`config.mk`:
```
export PLATFORM = sky130hd
export DESIGN_NAME = j_i2s_rxsync
export DESIGN_NICKNAME = d
export VERILOG_FILES = /design/src/rtl/j_i2s_rxsync.sv
export SDC_FILE = /design/constraint.sdc
export NUM_CORES = 1
export LEC_CHECK = 0
export BUFFER_PORTS_ARGS = -buffer_cell sky130_fd_sc_hd__buf_2
export CORE_MARGIN = 1.5
export CORE_UTILIZATION = 50
export CTS_CLUSTER_SIZE = 20
export DETAILED_ROUTE_END_ITERATION = 8
export HOLD_SLACK_MARGIN = 0.08
export PLACE_DENSITY = 0.86
export SYNTH_ARGS = -nofsm -noshare
export SYNTH_HDL_FRONTEND = slang
export SYNTH_SLANG_ARGS = --single-unit
```
`constraint.sdc`:
```
create_clock -name sys_clk -period 2.08 [get_ports sys_clk]
set_clock_uncertainty 0.05 [all_clocks]
set_input_delay 0.416 -clock sys_clk [delete_from_list [all_inputs] [get_ports sys_clk]]
set_output_delay 0.416 -clock sys_clk [all_outputs]
set_load 0.03 [all_outputs]
```
`src/rtl/j_i2s_rxsync.sv`:
```
// I2S slave receive front end: synchronises sck/ws/sd into sys_clk,
// assembles MSB-first words per channel and emits load strobes.
module j_i2s_rxsync #(
  parameter int WIDTH       = 16,
  parameter int SYNC_STAGES = 2
) (
  input  logic             sys_clk,
  input  logic             reset,
  input  logic             sck,
  input  logic             ws,
  input  logic             sd,
  input  logic             en,
  output logic [WIDTH-1:0] ldata,
  output logic [WIDTH-1:0] rdata,
  output logic             lld,
  output logic             rld,
  output logic             short,
  output logic             locked
);

  localparam int CW = $clog2(WIDTH + 1);

  localparam logic [1:0] S_IDLE = 2'd0;
  localparam logic [1:0] S_SYNC = 2'd1;
  localparam logic [1:0] S_RUN  = 2'd2;

  localparam logic [WIDTH-1:0] MSB_M = {1'b1, {(WIDTH-1){1'b0}}};

  logic [SYNC_STAGES-1:0] sck_q;
  logic [SYNC_STAGES-1:0] ws_q;
  logic [SYNC_STAGES-1:0] sd_q;
  logic                   sck_d;

  logic [1:0]       state;
  logic [WIDTH-1:0] wreg;
  logic [CW-1:0]    cnt;
  logic             ws_p;

  logic             sck_s;
  logic             ws_s;
  logic             sd_s;
  logic             se;
  logic             ws_chg;
  logic             full;
  logic             short_nx;
  logic [WIDTH-1:0] bit_m;
  logic [WIDTH-1:0] word_nx;

  // Equal-depth chains keep sck, ws and sd mutually aligned.
  always_ff @(posedge sys_clk or posedge reset) begin
    if (reset) begin
      sck_q <= '0;
      ws_q  <= '0;
      sd_q  <= '0;
      sck_d <= 1'b0;
    end else begin
      sck_q <= {sck_q[SYNC_STAGES-2:0], sck};
      ws_q  <= {ws_q[SYNC_STAGES-2:0], ws};
      sd_q  <= {sd_q[SYNC_STAGES-2:0], sd};
      sck_d <= sck_s;
    end
  end

  assign sck_s  = sck_q[SYNC_STAGES-1];
  assign ws_s   = ws_q[SYNC_STAGES-1];
  assign sd_s   = sd_q[SYNC_STAGES-1];
  assign se     = sck_s & ~sck_d;
  assign ws_chg = ws_s ^ ws_p;

  // Mask is all-zero once cnt saturates, so extra bits fall away.
  assign full     = (cnt == CW'(WIDTH));
  assign bit_m    = MSB_M >> cnt;
  assign word_nx  = sd_s ? (wreg | bit_m) : wreg;
  assign short_nx = (cnt < CW'(WIDTH - 1));

  assign locked = (state == S_RUN);

  always_ff @(posedge sys_clk or posedge reset) begin
    if (reset) begin
      state <= S_IDLE;
      wreg  <= '0;
      cnt   <= '0;
      ws_p  <= 1'b0;
      ldata <= '0;
      rdata <= '0;
      lld   <= 1'b0;
      rld   <= 1'b0;
      short <= 1'b0;
    end else begin
      lld   <= 1'b0;
      rld   <= 1'b0;
      short <= 1'b0;
      if (se) ws_p <= ws_s;
      unique case (state)
        S_IDLE: begin
          wreg <= '0;
          cnt  <= '0;
          if (en) state <= S_SYNC;
        end
        S_SYNC: begin
          if (!en) begin
            state <= S_IDLE;
          end else if (se && ws_chg) begin
            wreg  <= '0;
            cnt   <= '0;
            state <= S_RUN;
          end
        end
        S_RUN: begin
          if (!en) begin
            state <= S_IDLE;
            wreg  <= '0;
            cnt   <= '0;
          end else if (se) begin
            if (ws_chg) begin
              // Current bit is the LSB of the ws_p channel.
              if (ws_p) begin
                rdata <= word_nx;
                rld   <= 1'b1;
              end else begin
                ldata <= word_nx;
                lld   <= 1'b1;
              end
              short <= short_nx;
              wreg  <= '0;
              cnt   <= '0;
            end else begin
              wreg <= word_nx;
              if (!full) cnt <= cnt + CW'(1);
            end
          end
        end
        default: begin
          state <= S_IDLE;
        end
      endcase
    end
  end

endmodule

```
==> flow_summary_export.csv, run 1 <==
group,metric,value,unit
clock_network,hold_buffers,0,
clock_network,cts_resized,0,
detailed_routing,wirelength,5498,um
grt,first_global_vias,1930,
sta,worst_slack,159.6,ps
floorplanning,core_area,0.005473,sq mm
floorplanning,dieArea,0.006079,sq mm
detailed_routing,via_per_inst,5.406,
detailed_routing,wl_per_cell,15.19,um
final_layout,antenna_cells,0,
setup_path,cpPeakStageDelay,440,ps
sta,report.final.slew_viol_count,0,
setup_path,r2r_setup_slack,160,ps
placement,post-place-ws,141.1,ps
logic_synthesis,ys.flop_type,"dfrtp_1",
floorplanning,fp.dieH,77.97,um
setup_path,crit_type,"register to register",
logic_synthesis,synthesis.nets,250,
final_layout,syn_to_final_growth,16.96,%
clock_network,path_clk_slew,80,ps
outcome,status,"finished, final reports clean",
logic_synthesis,synth_cells,236,
clock_network,cts_setup_buffers,0,
clock_network,htree_num_levels,3,
floorplanning,io_pins,42,
logic_synthesis,synthArstFlopShare,100.0,%
floorplanning,row_count,27,
sta,tightest_slew,551.1,ps
logic_synthesis,synth-seq-cells,66,
floorplanning,start_util,51.35,%
placement,place.gp.congestion,0.8347,
detailed_routing,drt-initial-drc-count,189,
final_layout,layout-drive-gt1-share,29.66,%
grt,grt_first_pass_wirelength,9266,um
placement,dp_hpwl,3817,um
setup_path,cp_max_fo,11,
power,peakVddDrop,0.5780,mV
clock_network,cts.sinks,66,
setup_path,arrival,2140,ps
grt,grt_overflow,0,
setup_path,rr_worst_depth,5,
logic_synthesis,ys_warn_count,0,
logic_synthesis,synth-seq-area-share,58.77,%
detailed_routing,vias,1957,
detailed_routing,drc_errors,0,
clock_network,cts_made_buffers,9,
setup_path,cp_cell_sequence,"ha_1 > nor4b_4 > nor2_2 > buf_4 > o2bb2ai_1",
setup_path,setup.worst_path.start_class,"register",
setup_path,end_kind,"register",
clock_network,clkLatencyLatePin,340,ps
sta,setup_viol,0,
grt,grt_max_degree,67,
logic_synthesis,synth.avg_cell_area,11.91,sq um
power,p_leak,1.602,nW
sta,setup_tns,0,ps
placement,port_buffers,41,
flow_run,max_cap_viol_count,0,
floorplanning,dieWidth,77.97,um
sta,post-route-period-util,92.33,%
logic_synthesis,synth_edf_count,0,
detailed_routing,ant_nets,0,
sta,rsz0062_at_grt,"no",
setup_path,worst_ep_required_time,2300,ps
sta,fmax,520.7,MHz
sta,timing.final.hold_violations,0,
logic_synthesis,synth_area,0.002810,sq mm
sta,slew-limit-headroom,63.22,%
power,power_density,779.8,mW/mm^2
logic_synthesis,yosysUniqueCellTypes,35,
grt,grt_antenna_before_repair,0,
sta,fin_crit,1920,ps
grt,track_usage,20.04,%
final_layout,nets,299,
detailed_routing,drt_first_pass_iters,4,
clock_network,clockRootBuffer,"clkbuf_8",
setup_path,crit_slowest_cell,"nor2_2",
clock_network,cts_tree,"yes",
clock_network,ctsLongestPathBuffers,2,
hold_path,min_path_type,"input port to async pin",
==> layout make-up <==
class / instances / area, sq um
Tap cell: 72 / 90.09
Sequential cell: 66 / 1652
Fill cell: 424 / 2186
Multi-Input combinational cell: 152 / 1042
Clock buffer: 9 / 123.9
Timing Repair Buffer: 49 / 302.8
Clock inverter: 7 / 46.29
Inverter: 7 / 30.03
==> synthesized netlist by cell type (all sizes together), types with 5 or more instances <==
cell type  number  share of area, %
a21oi          43               7.7
a31oi           6               1.3
buf            11               3.2
dfrtp          66                59
ha              8               3.6
inv             7              0.93
nand2           5              0.67
nor2           39               5.4
nor2b           6               1.3
o2bb2ai        16               7.2
==> logic make-up after synthesis <==
family	count (synthesis)	share of synthesized area, %
simple gates	69	14.25
flops	66	58.77
fa+ha+maj	8	3.562
compound gates	74	18.88
buf+inv	18	4.140
mux	1	0.4007
==> cell usage in the layout, fill, tap and decap left out, types with 4 or more instances in the layout <==
cell / instances
ha_1: 8
clkbuf_8: 9
a31oi_1: 6
o2bb2ai_1: 6
nor2_1: 37
buf_2: 41
inv_1: 5
o2bb2ai_2: 10
dfrtp_1: 66
clkinvlp_4: 4
buf_4: 5
nand2_1: 5
nor2b_1: 6
a21oi_1: 43
==> path summary, 6_finish.rpt <==
check                         from   endpoint
hold reg to reg            ws_q[0]    ws_q[1]
max in group asynchronous    reset   rdata[6]
hold / removal               reset  rdata[13]
setup reg to reg              ws_p   wreg[15]
setup / recovery              ws_p   wreg[15]
min in group sys_clk            sd    sd_q[0]
==> worst max-delay path, delay by kind of cell (launching register included) <==
kind                       cells  cell delay [ps]
buffers and inverters          1              310
DFF                            1              430
adders and majority gates      1              420
AOI/OAI and AO/OA              1              130
and+or+nand+nor                2              510
==> layer usage <==
metal	global-route usage, %	part of all wire, %	up-vias
li1	-	-	926
met1	25.25	44	968
met2	32.17	51	55
met3	5.294	3.7	8
met4	9.464	1.5	0
met5	0	0	-
==> power by group <==
group	switching (mW)	internal [mW]
clock network	0.503	0.427
logic	0.187	0.0819
registers	0.0333	1.33
total	0.724	1.84
==> metrics by stage <==
stage,area [sq um],total power [mW],util (%),hold slack [ps],cells
floorplan,2814,1.579,-,281.2,236
global route,3287,2.661,60.06,122.8,362
detailed placement,3117,1.662,56.95,287.3,346
finish,3287,2.563,60.06,109.2,362
CTS,3287,2.584,60.06,103.3,362
global placement,3117,1.648,56.95,282.4,346
==> flip-flops by register name (all words and copies together) (netlist names) <==
name and flops:
short 1, cnt 5, ws_p 1, sck_d 1, rdata 16, wreg 16
ldata 16, ws_q 2, lld 1, state 2, rld 1, sck_q 2
sd_q 2
Note: power is estimated with default switching activity, not from simulation.
==> inputs of run 2 (changes only) <==
- ABC_AREA: default -> 1
- MAX_ROUTING_LAYER: default -> met4
==> run 2 against run 1 <==
- sequential cell count is the same
- utilization increased by 1.5 points
- final cell count grew 11%
- wire length decreased by 3.5%
- final area decreased by 1.9%
- critical path depth up 1
- total power shrank 1.4%
- clock power increased by 20%
- sequential power shrank 4%
- global-route usage is 0.82 points higher
- non-clock buffer count is 5 lower
- critical endpoint is now wreg[13]
==> flow_summary_export.csv, run 2 <==
group,metric,value,unit
outcome,status,"finished, final reports clean",
final_layout,nets,342,
power,p_leak,1.637,nW
detailed_routing,wl_per_cell,13.20,um
floorplanning,row_count,26,
clock_network,ctsLongestPathBuffers,2,
logic_synthesis,synth_cells,282,
final_layout,final_core_util,61.59,%
floorplanning,core_area,0.005238,sq mm
logic_synthesis,synth_top_cells_by_count,"nand2_1, dfrtp_1, o21ai_1",
floorplanning,fp.dieH,77.50,um
placement,port_buffers,41,
final_layout,regArea,0.001652,sq mm
logic_synthesis,synthTopCellsByArea,"dfrtp_1, nand2_1, o21ai_1, ha_1, inv_1",
power,power_density,783.3,mW/mm^2
sta,setup_viol,0,
sta,worst_slack,338.9,ps
final_layout,mostFrequentLayoutCells,"nand2_1, dfrtp_1, buf_2, o21ai_1, inv_1",
logic_synthesis,yosysUniqueCellTypes,23,
logic_synthesis,synth_edf_count,0,
clock_network,clockRootBuffer,"clkbuf_8",
grt,grt_first_pass_wirelength,9411,um
logic_synthesis,synth_top_area_share,59.51,%
placement,placed_area,0.003025,sq mm
final_layout,final_cell_area,0.003226,sq mm
final_layout,layout-drive-gt1-share,23.19,%
grt,track_usage,20.86,%
sta,post-route-period-util,83.70,%
clock_network,clkLatencyLatePin,340,ps
detailed_routing,drc_errors,0,
clock_network,path_clk_slew,70,ps
floorplanning,start_util,52.99,%
logic_synthesis,synthesis.nets,296,
setup_path,crit_slowest_cell,"dfrtp_1",
setup_path,cp_top_family,"simple AND/OR/NAND/NOR gates",
final_layout,reg.largest.list,"ldata (16), rdata (16), wreg (16)",
setup_path,worst_ep_required_time,2280,ps
flow_run,max_cap_viol_count,0,
grt,grt_antenna_before_repair,0,
sta,timing.final.hold_violations,0,
floorplanning,dieArea,0.006006,sq mm
final_layout,syn_to_final_growth,16.23,%
setup_path,cp_max_fo,16,
floorplanning,dieWidth,77.50,um
setup_path,arrival,1940,ps
clock_network,htree_num_levels,3,
sta,fin_crit,1741,ps
setup_path,cpPeakStageDelay,430,ps
final_layout,antenna_cells,0,
logic_synthesis,ys_warn_count,0,
sta,report.final.slew_viol_count,0,
power,peakVddDrop,0.4090,mV
detailed_routing,drt-initial-drc-count,120,
setup_path,path_buf_inv,0,
logic_synthesis,synth_area,0.002775,sq mm
placement,dp_hpwl,3548,um
clock_network,cts_made_buffers,9,
setup_path,end_kind,"register",
clock_network,cts_setup_buffers,0,
clock_network,hold_buffers,0,
sta,fmax,574.4,MHz
logic_synthesis,synth-seq-cells,66,
hold_path,min_path_type,"input port to async pin",
logic_synthesis,yosysTopAreaCell,"dfrtp_1",
placement,place.gp.congestion,0.8872,
setup_path,cp_cell_sequence,"ha_1 > nor2_1 > nand2_1 > nand2_2 > nand2_2 > o21ai_0",
sta,tightest_slew,486.3,ps
placement,post-place-ws,365.2,ps
logic_synthesis,post-synth-top-count-cell,"nand2_1",
detailed_routing,ant_nets,0,
setup_path,crit_type,"register to register",
detailed_routing,wirelength,5306,um
logic_synthesis,synth.avg_cell_area,9.841,sq um
final_layout,layout.filler_cells,418,
sta,setup_tns,0,ps
detailed_routing,vias,2070,
logic_synthesis,synthArstFlopShare,100.0,%
sta,slew-limit-headroom,67.46,%
clock_network,cts.sinks,66,
detailed_routing,via_per_inst,5.149,
final_layout,multiInputGateArea,944.7,sq um
clock_network,cts_tree,"yes",
floorplanning,io_pins,42,
logic_synthesis,synth-seq-area-share,59.51,%
grt,grt_max_degree,67,
setup_path,timing.critical_path.mode_cell,"nand2_2",
logic_synthesis,ys.flop_type,"dfrtp_1",
clock_network,cts_resized,0,
grt,grt_overflow,0,
sta,rsz0062_at_grt,"no",
grt,first_global_vias,2006,
sta,holdWs,110.7,ps
setup_path,setup.worst_path.start_class,"register",
detailed_routing,drt_first_pass_iters,4,
final_layout,final_common_cell,"nand2_1",
[run 2: kinds of logic after synthesis]
| logic type | Yosys count | synth area share, % |
|---|---|---|
| flops | 66 | 59.51 |
| fa+ha+maj | 8 | 3.607 |
| simple gates | 105 | 16.86 |
| buf+inv | 35 | 6.447 |
| compound gates | 68 | 13.57 |
[run 2: layout make-up]
| type | instances | area share [%] |
|---|---|---|
| clock inverter | 3 | 2.017 |
| clock buffer | 12 | 4.189 |
| timing repair buffer | 44 | 7.448 |
| multi-input combinational | 181 | 29.29 |
| tap | 70 | 2.715 |
| sequential | 66 | 51.20 |
| inverter | 26 | 3.142 |
[run 2: metrics by stage]
stage	cells	power (mW)
detailed placement	387	1.434
global placement	387	1.428
global route	402	2.617
floorplan	282	1.402
finish	402	2.527
CTS	402	2.545
[run 2: routing by layer]
metal | up-vias | track usage, % | routed length [um]
met5 | - | - | 0
met4 | 0 | 12.36 | 116
met3 | 11 | 4.588 | 301
met2 | 64 | 30.70 | 2486
met1 | 994 | 26.52 | 2400
li1 | 1001 | - | -
[run 2: worst paths after layout]
| kind | from | endpoint | slack [ps] | depth (start not counted) |
|---|---|---|---|---|
| setup reg to reg | ws_p | wreg[13] | 340 | 6 |
| hold reg to reg | sck_q[0] | sck_q[1] | 300 | 0 |
| max in group asynchronous | reset | rdata[11] | 1600 | 3 |
| min in group sys_clk | sd | sd_q[0] | 130 | 1 |
| setup / recovery | ws_p | wreg[13] | 340 | 6 |
| hold / removal | reset | rld | 110 | 3 |
[run 2: report_power, final]
part	switching (mW)	leakage (nW)	total (mW)	internal, mW
clock network	0.450	0.100	1.12	0.668
registers	0.00978	0.902	1.31	1.30
logic	0.0781	0.634	0.102	0.0243
[run 2: tightest hold or removal path, cell delays in order]
cell        delay (ps)
buf_2              110
clkinvlp_4          70
buf_12             290
==> inputs of run 3 (changes only) <==
- clock period: 2.08 -> 1.5 ns (I/O delays scaled with it)
==> run 3 against run 2 <==
- the run now ends with setup timing left
- highest routed layer unchanged
- utilization grew 12 points
- global-route usage grew 1.3 points
- combinational power grew 140%
- sequential share of layout area shrank 8.1 points
- setup slack lost 460 ps
- sequential cell count is the same
- critical path type unchanged
- largest power group unchanged
- clock power grew 35%
- final area grew 19%
- maximum frequency grew 7.7%
- critical path depth grew 1
==> flow_summary_export.csv, run 3 (synthesis results as in run 2) <==
group,metric,value,unit
setup_path,worst_ep_required_time,1700,ps
floorplanning,fp.dieH,77.50,um
sta,fin_crit,1617,ps
clock_network,cts_tree,"yes",
placement,post-place-ws,-119.7,ps
final_layout,antenna_cells,0,
sta,timing.final.hold_violations,0,
sta,setup_viol,46,
final_layout,reg.largest.list,"ldata (16), rdata (16), wreg (16)",
final_layout,layout.filler_cells,303,
setup_path,end_kind,"register",
floorplanning,dieArea,0.006006,sq mm
sta,report.final.slew_viol_count,0,
floorplanning,row_count,26,
detailed_routing,met1_length,3081,um
setup_path,cpPeakStageDelay,400,ps
detailed_routing,wl_met3,454,um
hold_path,min_from,"en",
final_layout,nets,375,
setup_path,r2r_start,"ws_q[1]",
grt,grt_max_degree,67,
clock_network,ctsLongestPathBuffers,2,
setup_path,arrival,1810,ps
setup_path,cp_top_family,"simple AND/OR/NAND/NOR gates",
sta,tightest_slew,490.2,ps
setup_path,crit_type,"register to register",
placement,port_buffers,41,
outcome,failed_checks,"setup timing",
sta,fmax,618.4,MHz
detailed_routing,wl_per_cell,17.91,um
clock_network,cts.sinks,66,
floorplanning,io_pins,42,
floorplanning,core_area,0.005238,sq mm
clock_network,clockRootBuffer,"clkbuf_8",
sta,worst_slack,-117.1,ps
clock_network,clkLatencyLatePin,350,ps
grt,grt_first_pass_wirelength,9991,um
final_layout,syn_to_final_growth,37.96,%
floorplanning,dieWidth,77.50,um
clock_network,htree_num_levels,3,
setup_path,cp_max_fo,16,
outcome,status,"complete, but fails checks",
final_layout,mostFrequentLayoutCells,"dfrtp_1, nand2_1, buf_2, o21ai_1, buf_4",
grt,grt_overflow,0,
hold_path,min_path_type,"input port to register",
power,peakVddDrop,0.5205,mV
detailed_routing,drt_first_pass_iters,5,
placement,place.gp.congestion,0.8917,
detailed_routing,top_layer,"met4",
clock_network,cts_made_buffers,9,
setup_path,crit_slowest_cell,"dfrtp_1",
detailed_routing,drt-initial-drc-count,349,
detailed_routing,wirelength,7810,um
setup_path,setup.worst_path.start_class,"register",
grt,first_global_vias,2179,
setup_path,path_buf_inv,2,
detailed_routing,via_per_inst,5.615,
grt,grt_antenna_before_repair,0,
detailed_routing,ant_nets,0,
final_layout,layout-drive-gt1-share,44.54,%
setup_path,cp_cell_sequence,"inv_2 > ha_4 > nor3_4 > nand2_4 > clkbuf_16 > nand2_1 > o21ai_1",
placement,dp_hpwl,3861,um
sta,rsz0062_at_grt,"yes",
power,p_leak,1.911,nW
detailed_routing,drc_errors,0,
sta,slew-limit-headroom,67.17,%
power,power_density,932.7,mW/mm^2
grt,track_usage,22.18,%
floorplanning,start_util,52.99,%
flow_run,max_cap_viol_count,0,
detailed_routing,routed-wl-met2,4066,um
setup_path,timing.critical_path.from,"ws_q[1]",
clock_network,path_clk_slew,80,ps
sta,post-route-period-util,107.8,%
final_layout,final_common_cell,"dfrtp_1",
detailed_routing,vias,2448,
sta,setup_tns,-2893,ps
-- run 3: cell count changes in the layout (fill, tap and decap cells not counted), sizes merged --
cell,delta
clkinvlp,+1
bufinv,-1
inv,+1
buf,+24
dlygate4sd3,+4
nand2,+2
clkinv,+3
-- run 3: timing repair --
item | CTS | global route
cloned | 0 | 4
endpoints found under the hold margin | 69 | 0
buffers inserted | 7 | 9
gates resized for setup | 13 | 70
hold buffers | 4 | 0
pin swaps | 4 | 8
setup endpoints to repair | 54 | 54
-- run 3: through the flow --
stage / hold WS (ps) / total power, mW / std cells / instance area [sq um] / utilization [%]
final: 272.3 / 3.571 / 436 / 3829 / 73.10
after global routing: 299.7 / 3.681 / 436 / 3829 / 73.10
after CTS: 244.5 / 3.509 / 423 / 3458 / 66.03
after detailed placement: 286.3 / 2.006 / 396 / 3131 / 59.77
after global placement: 282.5 / 1.999 / 396 / 3131 / 59.77
after floorplan: 281.2 / 1.951 / 282 / 2791 / -
-- run 3: report_power, final --
group / internal [mW] / switching, mW / leakage [nW]
Combinational: 0.0854 / 0.161 / 0.909
Clock: 0.777 / 0.737 / 0.0998
Sequential: 1.80 / 0.0140 / 0.902
-- run 3: area by class of cell --
cell class | instances | area, sq um | share of cell area (%)
clock buffers | 9 | 123.9 | 3.235
repair buffers | 75 | 549.3 | 14.35
clock inverters | 7 | 77.57 | 2.026
flip-flops and latches | 66 | 1652 | 43.14
multi-input cells | 183 | 1230 | 32.12
inverters | 26 | 108.9 | 2.843
well taps | 70 | 87.58 | 2.288
-- run 3: path summary, 6_finish.rpt --
kind	slack [ps]	to	cells past startpoint
max in group asynchronous	570	sd_q[1]	4
max reg2reg	-120	rdata[10]	7
max	-120	rdata[10]	7
min reg2reg	300	sck_q[1]	0
min	270	state[1]	3
min in group asynchronous	530	wreg[15]	4
-- run 3: per-layer routing --
layer	track usage (%)	vias to the layer above
met3	4.706	26
met4	12.18	0
met5	-	-
li1	-	1085
met2	34.65	109
met1	26.97	1228
-- run 3: worst reg2reg max path, delay by kind of cell, from the launching register on --
kind / cells / cell delay [ps]
buffers and inverters: 2 / 280
adders and majority gates: 1 / 280
DFF: 1 / 400
and+or+nand+nor: 3 / 440
AOI/OAI and AO/OA: 1 / 60
